<file path="src/rtl/lerp_pipe_pkg.sv">
// Shared fixed-point math package: default widths, clip bounds and the
// width rules for the difference, product and sum datapaths.
package lerp_pipe_pkg;

  localparam int unsigned DefDw = 8;
  localparam int unsigned DefFw = 8;
  localparam int unsigned DefCw = 16;

  // Lower clip bound for unsigned outputs.
  localparam int ClipLo = 0;

  // Upper clip bound for an unsigned result of width dw.
  function automatic int unsigned clip_hi(input int unsigned dw);
    return (32'd1 << dw) - 32'd1;
  endfunction

  // Signed difference of two unsigned dw-bit operands.
  function automatic int unsigned diff_w(input int unsigned dw);
    return dw + 1;
  endfunction

  // Signed difference times zero-extended fraction.
  function automatic int unsigned prod_w(input int unsigned dw, input int unsigned fw);
    return dw + fw + 2;
  endfunction

  // Signed sum of unsigned sample, interpolated offset and signed bias.
  function automatic int unsigned sum_w(input int unsigned dw);
    return dw + 2;
  endfunction

endpackage

</file>
<file path="src/rtl/sat_clip_u.sv">
// Clips a signed value into the unsigned range [0, 2^OW-1] and flags when
// clipping was applied.
module sat_clip_u
  import lerp_pipe_pkg::*;
#(
  parameter int unsigned IW = 10,
  parameter int unsigned OW = 8
) (
  input  logic signed [IW-1:0] val_i,
  output logic        [OW-1:0] val_o,
  output logic                 sat_o
);

  localparam logic signed [IW-1:0] LoS = IW'(ClipLo);
  localparam logic signed [IW-1:0] HiS = IW'(clip_hi(OW));

  logic below;
  logic above;

  always_comb begin
    below = val_i < LoS;
    above = val_i > HiS;
    sat_o = below | above;
    if (below) begin
      val_o = '0;
    end else if (above) begin
      val_o = '1;
    end else begin
      val_o = val_i[OW-1:0];
    end
  end

endmodule

</file>
<file path="src/rtl/lerp_pipe.sv">
// Three-stage valid/ready linear interpolator: y = clip(p0 + round((p1-p0)*frac) + bias),
// with a saturating counter of clipped outputs accepted downstream.
module lerp_pipe
  import lerp_pipe_pkg::*;
#(
  parameter int unsigned DW = DefDw,
  parameter int unsigned FW = DefFw,
  parameter int unsigned CW = DefCw
) (
  input  logic          clk,
  input  logic          rst_n,
  input  logic          s_valid,
  output logic          s_ready,
  input  logic [DW-1:0] p0,
  input  logic [DW-1:0] p1,
  input  logic [FW-1:0] frac,
  input  logic [DW-1:0] bias,
  output logic          m_valid,
  input  logic          m_ready,
  output logic [DW-1:0] y,
  output logic          sat,
  input  logic          sat_clr,
  output logic [CW-1:0] sat_count
);

  localparam int unsigned DiffW = diff_w(DW);
  localparam int unsigned ProdW = prod_w(DW, FW);
  localparam int unsigned SumW  = sum_w(DW);

  localparam logic signed [ProdW-1:0] RoundC = {{(ProdW-1){1'b0}}, 1'b1} << (FW - 1);

  // Stage 1
  logic                    v1_q, v1_d;
  logic signed [DiffW-1:0] d1_q, d1_d;
  logic        [DW-1:0]    p0_1_q, p0_1_d;
  logic        [FW-1:0]    frac1_q, frac1_d;
  logic        [DW-1:0]    bias1_q, bias1_d;
  // Stage 2
  logic                    v2_q, v2_d;
  logic signed [SumW-1:0]  q2_q, q2_d;
  logic        [DW-1:0]    p0_2_q, p0_2_d;
  logic        [DW-1:0]    bias2_q, bias2_d;
  // Stage 3
  logic                    v3_q, v3_d;
  logic        [DW-1:0]    y_q, y_d;
  logic                    sat_q, sat_d;
  logic        [CW-1:0]    sat_count_q, sat_count_d;

  logic en1, en2, en3;

  logic signed [DiffW-1:0] diff;
  logic signed [ProdW-1:0] prod;
  logic signed [ProdW-1:0] prod_rnd;
  logic signed [SumW-1:0]  q_rnd;
  logic signed [SumW-1:0]  p0_ext;
  logic signed [SumW-1:0]  bias_ext;
  logic signed [SumW-1:0]  sum3;
  logic        [DW-1:0]    clip_y;
  logic                    clip_sat;

  // A stage loads when empty or when its successor drains it this cycle.
  always_comb begin
    en3 = ~v3_q | m_ready;
    en2 = ~v2_q | en3;
    en1 = ~v1_q | en2;
  end

  assign s_ready   = en1;
  assign m_valid   = v3_q;
  assign y         = y_q;
  assign sat       = sat_q;
  assign sat_count = sat_count_q;

  always_comb begin
    diff     = $signed({{(DiffW-DW){1'b0}}, p1}) - $signed({{(DiffW-DW){1'b0}}, p0});
    prod     = $signed(ProdW'(d1_q)) * $signed({{(ProdW-FW){1'b0}}, frac1_q});
    prod_rnd = prod + RoundC;
    // Magnitude after the shift never exceeds 2^DW-1, so SumW bits suffice.
    q_rnd    = SumW'(prod_rnd >>> FW);
    p0_ext   = $signed({{(SumW-DW){1'b0}}, p0_2_q});
    bias_ext = $signed({{(SumW-DW){bias2_q[DW-1]}}, bias2_q});
    sum3     = p0_ext + q2_q + bias_ext;
  end

  sat_clip_u #(
    .IW(SumW),
    .OW(DW)
  ) u_clip (
    .val_i(sum3),
    .val_o(clip_y),
    .sat_o(clip_sat)
  );

  always_comb begin
    v1_d    = v1_q;
    d1_d    = d1_q;
    p0_1_d  = p0_1_q;
    frac1_d = frac1_q;
    bias1_d = bias1_q;
    v2_d    = v2_q;
    q2_d    = q2_q;
    p0_2_d  = p0_2_q;
    bias2_d = bias2_q;
    v3_d    = v3_q;
    y_d     = y_q;
    sat_d   = sat_q;

    if (en1) begin
      v1_d = s_valid;
      if (s_valid) begin
        d1_d    = diff;
        p0_1_d  = p0;
        frac1_d = frac;
        bias1_d = bias;
      end
    end
    if (en2) begin
      v2_d = v1_q;
      if (v1_q) begin
        q2_d    = q_rnd;
        p0_2_d  = p0_1_q;
        bias2_d = bias1_q;
      end
    end
    if (en3) begin
      v3_d = v2_q;
      if (v2_q) begin
        y_d   = clip_y;
        sat_d = clip_sat;
      end
    end
  end

  // Clear wins over a simultaneous increment; the count sticks at all-ones.
  always_comb begin
    sat_count_d = sat_count_q;
    if (sat_clr) begin
      sat_count_d = '0;
    end else if (v3_q && m_ready && sat_q && !(&sat_count_q)) begin
      sat_count_d = sat_count_q + CW'(1);
    end
  end

  always_ff @(posedge clk) begin
    if (!rst_n) begin
      v1_q        <= 1'b0;
      d1_q        <= '0;
      p0_1_q      <= '0;
      frac1_q     <= '0;
      bias1_q     <= '0;
      v2_q        <= 1'b0;
      q2_q        <= '0;
      p0_2_q      <= '0;
      bias2_q     <= '0;
      v3_q        <= 1'b0;
      y_q         <= '0;
      sat_q       <= 1'b0;
      sat_count_q <= '0;
    end else begin
      v1_q        <= v1_d;
      d1_q        <= d1_d;
      p0_1_q      <= p0_1_d;
      frac1_q     <= frac1_d;
      bias1_q     <= bias1_d;
      v2_q        <= v2_d;
      q2_q        <= q2_d;
      p0_2_q      <= p0_2_d;
      bias2_q     <= bias2_d;
      v3_q        <= v3_d;
      y_q         <= y_d;
      sat_q       <= sat_d;
      sat_count_q <= sat_count_d;
    end
  end

endmodule

</file>
<file path="config.mk">
export PLATFORM = sky130hd
export DESIGN_NAME = lerp_pipe
export DESIGN_NICKNAME = d
export VERILOG_FILES = /design/src/rtl/lerp_pipe_pkg.sv /design/src/rtl/sat_clip_u.sv /design/src/rtl/lerp_pipe.sv
export SDC_FILE = /design/constraint.sdc
export NUM_CORES = 1
export LEC_CHECK = 0
export BUFFER_PORTS_ARGS = -buffer_cell sky130_fd_sc_hd__buf_2
export CAP_MARGIN = 20
export CORE_MARGIN = 3
export CORE_UTILIZATION = 65
export CTS_CLUSTER_DIAMETER = 120
export DETAILED_ROUTE_END_ITERATION = 16
export GPL_TIMING_DRIVEN = 0
export PLACE_DENSITY_LB_ADDON = 0.2
export SLEW_MARGIN = 20
export SYNTH_ARGS = -nofsm -noshare
export SYNTH_HDL_FRONTEND = slang
export SYNTH_HIERARCHICAL = 1
export SYNTH_SLANG_ARGS = --single-unit
</file>
<file path="constraint.sdc">
create_clock -name clk -period 10.43 [get_ports clk]
set_input_delay 2.086 -clock clk [delete_from_list [all_inputs] [get_ports clk]]
set_output_delay 2.086 -clock clk [all_outputs]
set_load 0.03 [all_outputs]
</file>
==> results of run 1 <==
[per-stage QoR]
step	cells	hold WS, ns	power, mW
finish	1009	0.452	0.822
global placement	993	0.441	0.572
detailed placement	993	0.443	0.582
floorplan	797	0.432	0.520
CTS	1009	0.455	0.822
global route	1009	0.466	0.867
[layer usage]
metal  GRT usage [%]  share of wire (%)  wire (um)
met5               0                  0          0
met4            10.5                2.7        427
met3            6.04                8.2       1310
met2            49.0                 50       7870
met1            35.4                 39       6230
[cells in the final DEF (no fill, tap or decap), drive strengths merged, types with 3 or more instances in the layout]
master and instances:
nand2 140, inv 110, dfxtp 87, fa 70, buf 68, ha 59
a21oi 57, clkbuf 38, and2 37, nor2 35, xnor2 21, o21ai 20
xor2 15, nand3 14, mux2i 9, nor2b 8, nor3 8, o21ba 8
or3 7, nand4 7, o31ai 5, a21o 4, nand2b 4, a211oi 4
o211ai 4, nor4 4, and3 3, a31oi 3
[critical path: cells and delay by family (launching register included)]
kind	cells	cell delay [ns]
AO/OA/AOI/OAI	6	1.58
adder cells (fa/ha/maj)	6	2.82
buffers and inverters	4	0.62
flip-flops	1	0.32
AND/OR/NAND/NOR	1	0.16
[path summary, 6_finish.rpt]
kind,start,endpoint,slack [ns],depth (start not counted)
worst max register to register,d1_q[5],q2_q[8],4.78,17
worst min register to register,p0_1_q[6],p0_2_q[6],0.45,2
worst max-delay path,d1_q[5],q2_q[8],4.78,17
worst min-delay path,p0_1_q[6],p0_2_q[6],0.45,2
[cells by family (layout without fill, tap and decap cells)]
logic type      count (synthesis)  in the layout  synth area share (%)
compound gates                118            118                  11.1
xor+xnor                       36             36                  4.57
fa+ha+maj                     129            129                  31.0
buf+inv                       140            219                  7.75
flops                          87             87                  25.3
mux                             9              9                  1.31
simple gates                  278            278                  19.0
[layout make-up]
| cell class | count | share of cell area, % |
|---|---|---|
| clock buffer | 9 | 1.63 |
| buffer | 34 | 1.80 |
| sequential | 87 | 23.0 |
| timing repair buffer | 63 | 4.16 |
| inverter | 106 | 5.25 |
| multi-input combinational | 570 | 61.0 |
| clock inverter | 7 | 1.02 |
| tap | 133 | 2.20 |
[power groups by stage]
stage                     clock network [mW]  registers, mW  logic [mW]
after floorplan                            0          0.366       0.154
after detailed placement                   0          0.370       0.212
after global placement                     0          0.369       0.203
after CTS                              0.245          0.363       0.214
after global routing                   0.259          0.365       0.243
final                                  0.245          0.364       0.214
[flip-flops by register name (all words and copies together) (netlist names), 8 cells and up]
| register | count |
|---|---|
| bias1_q | 8 |
| bias2_q | 8 |
| d1_q | 9 |
| frac1_q | 8 |
| p0_1_q | 8 |
| p0_2_q | 8 |
| q2_q | 10 |
| sat_count | 16 |
| y | 8 |
==> run summary, run 1 <==
Worst IR Drop VDD - 0.0968 mV
Hold Path Class - flip-flop to flip-flop
Psw - 274 uW
Die span in x - 109 um
IO Count - 64
Setup TNS - 0 ns
Longest Clk Path Bufs - 2
Synthesized cell area - 6900 um^2
Combinational Power Share - 26.0%
Share of cells above drive strength 1 - 11.2%
Yosys warns - 6
Post-DR vias/cell - 5.59
Starting DRT DRC Count - 303
Achievable Freq - 177 MHz
CP peak stage delay - 0.52 ns
Most frequent CP cell - fa_1
Outcome - complete, no violations
Cells after Synth - 797
First drt pass iteration count - 5
Total clock sinks - 87
Top post-synthesis cells by area - dfxtp_1 25%, fa_1 20%, ha_1 11%
P_leak - 3.71 nW
Clock power share - 29.7%
Tmin final - 5.65 ns
Reg area - 1740 um^2
# rows - 36
Slew HR - 55.7%
Largest net degree at the start of global routing - 17
Post-synth EDFFs - 0
Dpl ws - 4.91 ns
Final setup margin - 4.78 ns
Fin util - 75.5%
Initial antenna violation count - 0
Cell Pwr Density - 108 nW/um^2
Resize count post-CTS - 0
Via count - 5640
Worst slew pin tran - 0.665 ns
GRT Util Overall - 28.5%
Ant diodes - 0
Syn nets - 963
Switching portion of total power - 33.4%
Critical path peak fanout - 9
WS Path Type - flip-flop to flip-flop
Top cell type's share of synthesized area - 25.3%
Clk slew on worst S/H paths - 0.10 ns
HPWL after DPL - 12500 um
CTS tree - done
Initial Utilization - 68.7%
H-tree depth - 3
Worst skew pair latency - 0.36 ns
Worst EP arrival - 5.88 ns
Async SR Flop Fraction - 0%
Routed wire length - 15800 um
Nets - 1037
Final Cell Area - 7580 um^2
Top-count cell post-synth - nand2_1
Combined area of the multi-input logic cells - 4620 um^2
IO Port Bufs - 63
DR WL/cell - 15.7 um
DRC - 0
Fill count - 761
Final Hold Viols - 0
DRT antenna net count - 0
Core area - 10000 um^2
Setup crit end kind - flip-flop
CTS buffer count - 9
Synth cell count leaders - 140 x nand2_1, 105 x inv_1, 87 x dfxtp_1
Placed Area - 7380 um^2
Area Growth Syn to Fin - 9.91%
Fin. max-slew vios - 0
Mean post-synth cell area - 8.65 um^2
Vert. Die Dim - 109 um
Post-CTS setup buffer count - 0
Pint - 548 uW
First-pass GRT wire length - 26400 um
Share of the yosys chip area belonging to registers - 25.3%
Critical path required time - 10.66 ns
Worst path cell trace - clkbuf_1 -> nand2_1 -> fa_1 -> inv_1 -> fa_1 -> inv_1 -> fa_1 -> inv_1 -> fa_1 -> fa_1 -> ha_1 -> a21o_1 -> a2111o_1 -> o211ai_4 -> o21ai_2 -> a211oi_1 -> o31ai_2
Final setup violation count - 0
Netlist cell types - 56
RSZ-0062 raised after global routing - no
Max_cap viols - 0
Final global-route overflow total - 0
Yosys reg bits - 87
Startpoint types - flip-flop
Post-synth top flop - dfxtp_1
Vias in the first global route - 5805
Clock Tree Root - clkbuf_8
Full die area - 11900 um^2
Cts hold-fix bufs - 0
Clock skew - 0.0160 ns
Gp weighted congestion - 0.908
Area leader, netlist - dfxtp_1
Final period util - 54.1%
Slowest cell on the critical path - fa_1
Sequential Power Share - 44.2%
No activity file was read; power rests on OpenSTA's default activity.
==> inputs of run 2 (changes only) <==
--- a/config.mk
+++ b/config.mk
@@ -8,7 +8,7 @@
 export BUFFER_PORTS_ARGS = -buffer_cell sky130_fd_sc_hd__buf_2
 export CAP_MARGIN = 20
 export CORE_MARGIN = 3
-export CORE_UTILIZATION = 65
+export CORE_UTILIZATION = 55
 export CTS_CLUSTER_DIAMETER = 120
 export DETAILED_ROUTE_END_ITERATION = 16
 export GPL_TIMING_DRIVEN = 0
==> constraint.sdc (replaced) <==
create_clock -name clk -period 4.72 [get_ports clk]
set_input_delay 0.944 -clock clk [delete_from_list [all_inputs] [get_ports clk]]
set_output_delay 0.944 -clock clk [all_outputs]
set_load 0.03 [all_outputs]
==> run 2 against run 1 <==
  * The flow now finishes with violations (setup timing)
  * Via count is 1.1% higher
  * Count of clock-buffer cells in the layout is 1 higher
  * Maximum frequency is 19% higher
  * Combinational power is 130% higher
  * Critical path depth stayed put
  * Sequential cell count stayed put
  * Critical endpoint unchanged
==> run summary, run 2 (same netlist as run 1, synthesis figures left out) <==
Placed Area - 7450 um^2
Vert. Die Dim - 118 um
Cell Pwr Density - 255 nW/um^2
Final Cell Area - 8000 um^2
WHS - 0.456 ns
# rows - 40
Fin. max-slew vios - 0
Final global-route overflow total - 0
Worst slew pin tran - 0.701 ns
DR WL/cell - 15.5 um
P_leak - 3.88 nW
DRT antenna net count - 0
DRC - 0
Post-DR vias/cell - 5.40
Setup TNS - -0.0538 ns
Gp weighted congestion - 0.874
Full die area - 13900 um^2
Largest net degree at the start of global routing - 16
Die span in x - 118 um
Core area - 12100 um^2
Most common cell after layout, fill and taps aside - nand2_1
Startpoint types - flip-flop
GRT Util Overall - 24.6%
Worst path cell trace - clkbuf_8 -> nand2_1 -> fa_1 -> inv_2 -> fa_1 -> inv_1 -> fa_1 -> inv_1 -> fa_1 -> fa_1 -> ha_4 -> a21o_1 -> a2111o_1 -> o211ai_4 -> o21ai_4 -> a211oi_2 -> o31ai_2
Routed wire length - 16400 um
IO Port Bufs - 63
Outcome - finished, violations left
IO Count - 64
First-pass GRT wire length - 28000 um
Critical path required time - 4.94 ns
Worst skew pair latency - 0.33 ns
Slew HR - 53.3%
Hold Path Class - flip-flop to flip-flop
Final setup margin - -0.0356 ns
Worst EP arrival - 4.98 ns
Achievable Freq - 210 MHz
HPWL after DPL - 12800 um
Starting DRT DRC Count - 359
Most frequent CP cell - fa_1
Clk slew on worst S/H paths - 0.06 ns
CP peak stage delay - 0.54 ns
Final setup violation count - 3
Final period util - 101%
Nets - 1049
Setup crit end kind - flip-flop
Critical path peak fanout - 5
First drt pass iteration count - 5
Via count - 5702
WS Path Type - flip-flop to flip-flop
Initial Utilization - 56.9%
Failing checks - setup timing
Tmin final - 4.76 ns
Max_cap viols - 0
Cts hold-fix bufs - 0
CTS tree - done
Vias in the first global route - 5951
Most frequent cells in the layout - 138 x nand2_1, 102 x inv_1, 74 x dfxtp_1
Ant diodes - 0
H-tree depth - 3
Worst IR Drop VDD - 0.200 mV
Clock skew - 0.00751 ns
Dpl ws - -0.479 ns
Initial antenna violation count - 0
Total clock sinks - 87
Fin util - 66.1%
CTS buffer count - 9
Share of cells above drive strength 1 - 16.8%
Slowest cell on the critical path - fa_1
Area Growth Syn to Fin - 16.0%
Longest Clk Path Bufs - 2
RSZ-0062 raised after global routing - yes
Max reg flops - 16
Final Hold Viols - 0
Clock Tree Root - clkbuf_16
-- run 2: cell types whose count changed in the layout (fill, tap and decap cells not counted), sizes merged --
cell,change
clkinv,+1
inv,-2
clkbuf,-7
buf,+20
-- run 2: per-layer routing --
metal	GRT usage, %	wire [um]	vias up
li1	-	-	2734
met1	32.1	7260	2790
met2	42.0	8000	152
met5	0	0	-
met4	7.18	260	0
met3	4.37	854	26
-- run 2: worst paths after layout --
path | from | end | slack, ns | depth (start not counted)
min reg2reg | bias1_q[0] | bias1_q[0] | 0.46 | 2
max | d1_q[6] | q2_q[8] | -0.04 | 17
min | bias1_q[0] | bias1_q[0] | 0.46 | 2
max reg2reg | d1_q[6] | q2_q[8] | -0.04 | 17
-- run 2: stage by stage --
| step | instances | total power, mW |
|---|---|---|
| after floorplan | 797 | 1.15 |
| after global placement | 1028 | 1.27 |
| after detailed placement | 1028 | 1.29 |
| after CTS | 1052 | 2.03 |
| after global routing | 1056 | 2.15 |
| final | 1056 | 2.04 |
-- run 2: power by group --
| part | internal (mW) | total (mW) | switching [mW] |
|---|---|---|---|
| Sequential | 0.769 | 0.813 | 0.0440 |
| Combinational | 0.215 | 0.499 | 0.284 |
| Clock | 0.427 | 0.725 | 0.298 |
| Total | 1.41 | 2.04 | 0.625 |
-- run 2: critical path, delay by kind of cell (launching register included) --
family          cells  cell delay (ns)
fa+ha+maj           6             2.67
compound gates      6             1.31
flops               1             0.32
buf+inv             4             0.27
simple gates        1             0.06
-- run 2: what timing repair did --
| item | 4_1_cts | 5_1_grt |
|---|---|---|
| gates resized for setup | 26 | 26 |
| pin swaps | 10 | 7 |
| buffers inserted | 12 | 7 |
| setup endpoints to repair | 9 | 7 |
-- run 2: area by class of cell --
type	instances	area, um^2
repair buffers	82	469
plain buffers	27	138
clock inverters	6	66.3
multi-input cells	570	4710
fillers	1047	4110
clock buffers	10	239
flip-flops and latches	87	1770
well taps	168	210
inverters	106	398
==> inputs of run 3 (changes only) <==
--- a/config.mk
+++ b/config.mk
@@ -9,9 +9,7 @@
 export CAP_MARGIN = 20
 export CORE_MARGIN = 3
 export CORE_UTILIZATION = 55
-export CTS_CLUSTER_DIAMETER = 120
 export DETAILED_ROUTE_END_ITERATION = 16
-export GPL_TIMING_DRIVEN = 0
 export PLACE_DENSITY_LB_ADDON = 0.2
 export SLEW_MARGIN = 20
 export SYNTH_ARGS = -nofsm -noshare
==> run 3 against run 2 <==
  * The flow still finishes with violations (setup timing)
  * Worst setup slack gained 0.029 ns
  * Final cell count decreased by 0.85%
  * Non-clock buffer count decreased by 8
  * Die area unchanged
  * Total power shrank 2.5%
  * Sequential cell count unchanged
  * Core utilization shrank 0.37 points
  * Global-route usage decreased by 1.1 points
  * Via count shrank 1.3%
  * Design area is 0.56% lower
  * Clock power decreased by 10%
  * Combinational power up 7.6%
  * Highest routed layer unchanged
==> run summary, run 3 (same netlist as run 1, synthesis figures left out) <==
Outcome - finished, violations left
Failing checks - setup timing
DRT antenna net count - 0
CP peak stage delay - 0.55 ns
Final Hold Viols - 0
Tmin final - 4.73 ns
Fin util - 65.7%
Worst path cell trace - buf_4 -> nand2_1 -> fa_1 -> inv_1 -> fa_1 -> fa_1 -> inv_1 -> fa_1 -> inv_1 -> ha_1 -> ha_1 -> a2111o_1 -> o211ai_4 -> o21ai_2 -> a211oi_2 -> o31ai_2
Post-DR vias/cell - 5.38
HPWL after DPL - 12500 um
Gp weighted congestion - 0.922
GRT Util Overall - 23.5%
First drt pass iteration count - 4
Initial antenna violation count - 0
Worst EP arrival - 4.95 ns
First-pass GRT wire length - 26800 um
Starting DRT DRC Count - 330
Final global-route overflow total - 0
Area Growth Syn to Fin - 15.3%
Share of cells above drive strength 1 - 18.0%
Buffer and inverter count on the worst path - 4
Most frequent cells in the layout - 137 x nand2_1, 105 x inv_1, 78 x dfxtp_1
Ant diodes - 0
Via count - 5628
Most frequent CP cell - fa_1
Die span in x - 118 um
Dpl ws - -0.225 ns
Final setup violation count - 1
Final std cells w/o fill - 1047
IO Count - 64
CTS tree - done
Max reg flops - 16
Final period util - 100%
Total power - 1.99 mW
Vias in the first global route - 5677
GRT met2 Usage - 39.5%
CP top delay family - adder cells
Total clock sinks - 87
Initial Utilization - 56.9%
R2R Setup Slk - -0.007 ns
CTS buffer count - 9
Worst slew pin tran - 0.870 ns
# rows - 40
DRC - 0
Full die area - 13900 um^2
Core area - 12100 um^2
Max_cap viols - 0
P_leak - 3.88 nW
Hold Path Class - flip-flop to flip-flop
Most common cell after layout, fill and taps aside - nand2_1
Critical path peak fanout - 7
Routed wire length - 15800 um
Clock Tree Root - clkbuf_16
Critical path required time - 4.94 ns
Startpoint types - flip-flop
Met3 GRT Util - 3.70%
Fin. max-slew vios - 0
Cts hold-fix bufs - 0
Clk slew on worst S/H paths - 0.06 ns
IO Port Bufs - 63
Most crowded layer after global routing - met2
Worst IR Drop VDD - 0.204 mV
Nets - 1041
H-tree depth - 3
Vert. Die Dim - 118 um
RSZ-0062 raised after global routing - yes
Worst skew pair latency - 0.34 ns
Longest Clk Path Bufs - 2
M1 GR Usage - 31.1%
Setup crit end kind - flip-flop
Dpl cells - 1029
Clock skew - 0.00328 ns
Achievable Freq - 212 MHz
DR WL/cell - 15.1 um
WHS - 0.454 ns
Largest net degree at the start of global routing - 34
WS Path Type - flip-flop to flip-flop
Final setup margin - -0.00697 ns
Slowest cell on the critical path - fa_1
Slew HR - 41.9%
Cell Pwr Density - 250 nW/um^2
==> run 3: path summary, 6_finish.rpt <==
kind,from,endpoint,cells after the start
max,frac1_q[5],q2_q[8],16
min,p0_1_q[0],p0_2_q[0],2
max reg2reg,frac1_q[5],q2_q[8],16
min reg2reg,p0_1_q[0],p0_2_q[0],2
==> run 3: worst register-to-register path, stage by stage (launching register included) <==
cell	delay, ns
dfxtp_1	0.35
buf_4	0.16
nand2_1	0.08
fa_1	0.54
inv_1	0.07
fa_1	0.49
fa_1	0.55
inv_1	0.06
fa_1	0.53
inv_1	0.04
ha_1	0.32
ha_1	0.22
a2111o_1	0.43
o211ai_4	0.26
o21ai_2	0.11
a211oi_2	0.27
o31ai_2	0.10
==> run 3: what timing repair did <==
item                                    in CTS  in global routing
cloned                                       0                  0
endpoints found under the setup margin       7                  7
resized for setup                           16                 13
pin swaps                                   13                  6
setup buffers                                3                  0
==> run 3: through the flow <==
step                      instance area, um^2  setup TNS (ns)
after floorplan                          6930         -0.0279
after global placement                   7560          -0.242
after detailed placement                 7560           -1.03
after CTS                                7920        -0.00788
after global routing                     7960          -0.518
final                                    7960        -0.00697
==> run 3: area by class of cell <==
type | count | area [um^2]
Tap cell | 168 | 210
Sequential cell | 87 | 1760
Inverter | 106 | 398
Timing Repair Buffer | 101 | 628
Multi-Input combinational cell | 570 | 4690
Fill cell | 1032 | 4160
Clock buffer | 9 | 225
Clock inverter | 6 | 46.3
==> run 3: report_power, final <==
| group | internal (mW) | switching (mW) |
|---|---|---|
| Combinational | 0.238 | 0.300 |
| Clock | 0.356 | 0.294 |
| Sequential | 0.769 | 0.0293 |
| Total | 1.36 | 0.623 |
==> run 3: layer usage <==
metal / wire, um / up-vias
li1: - / 2721
met1: 7070 / 2741
met2: 7680 / 138
met3: 703 / 28
met4: 339 / 0
met5: 0 / -
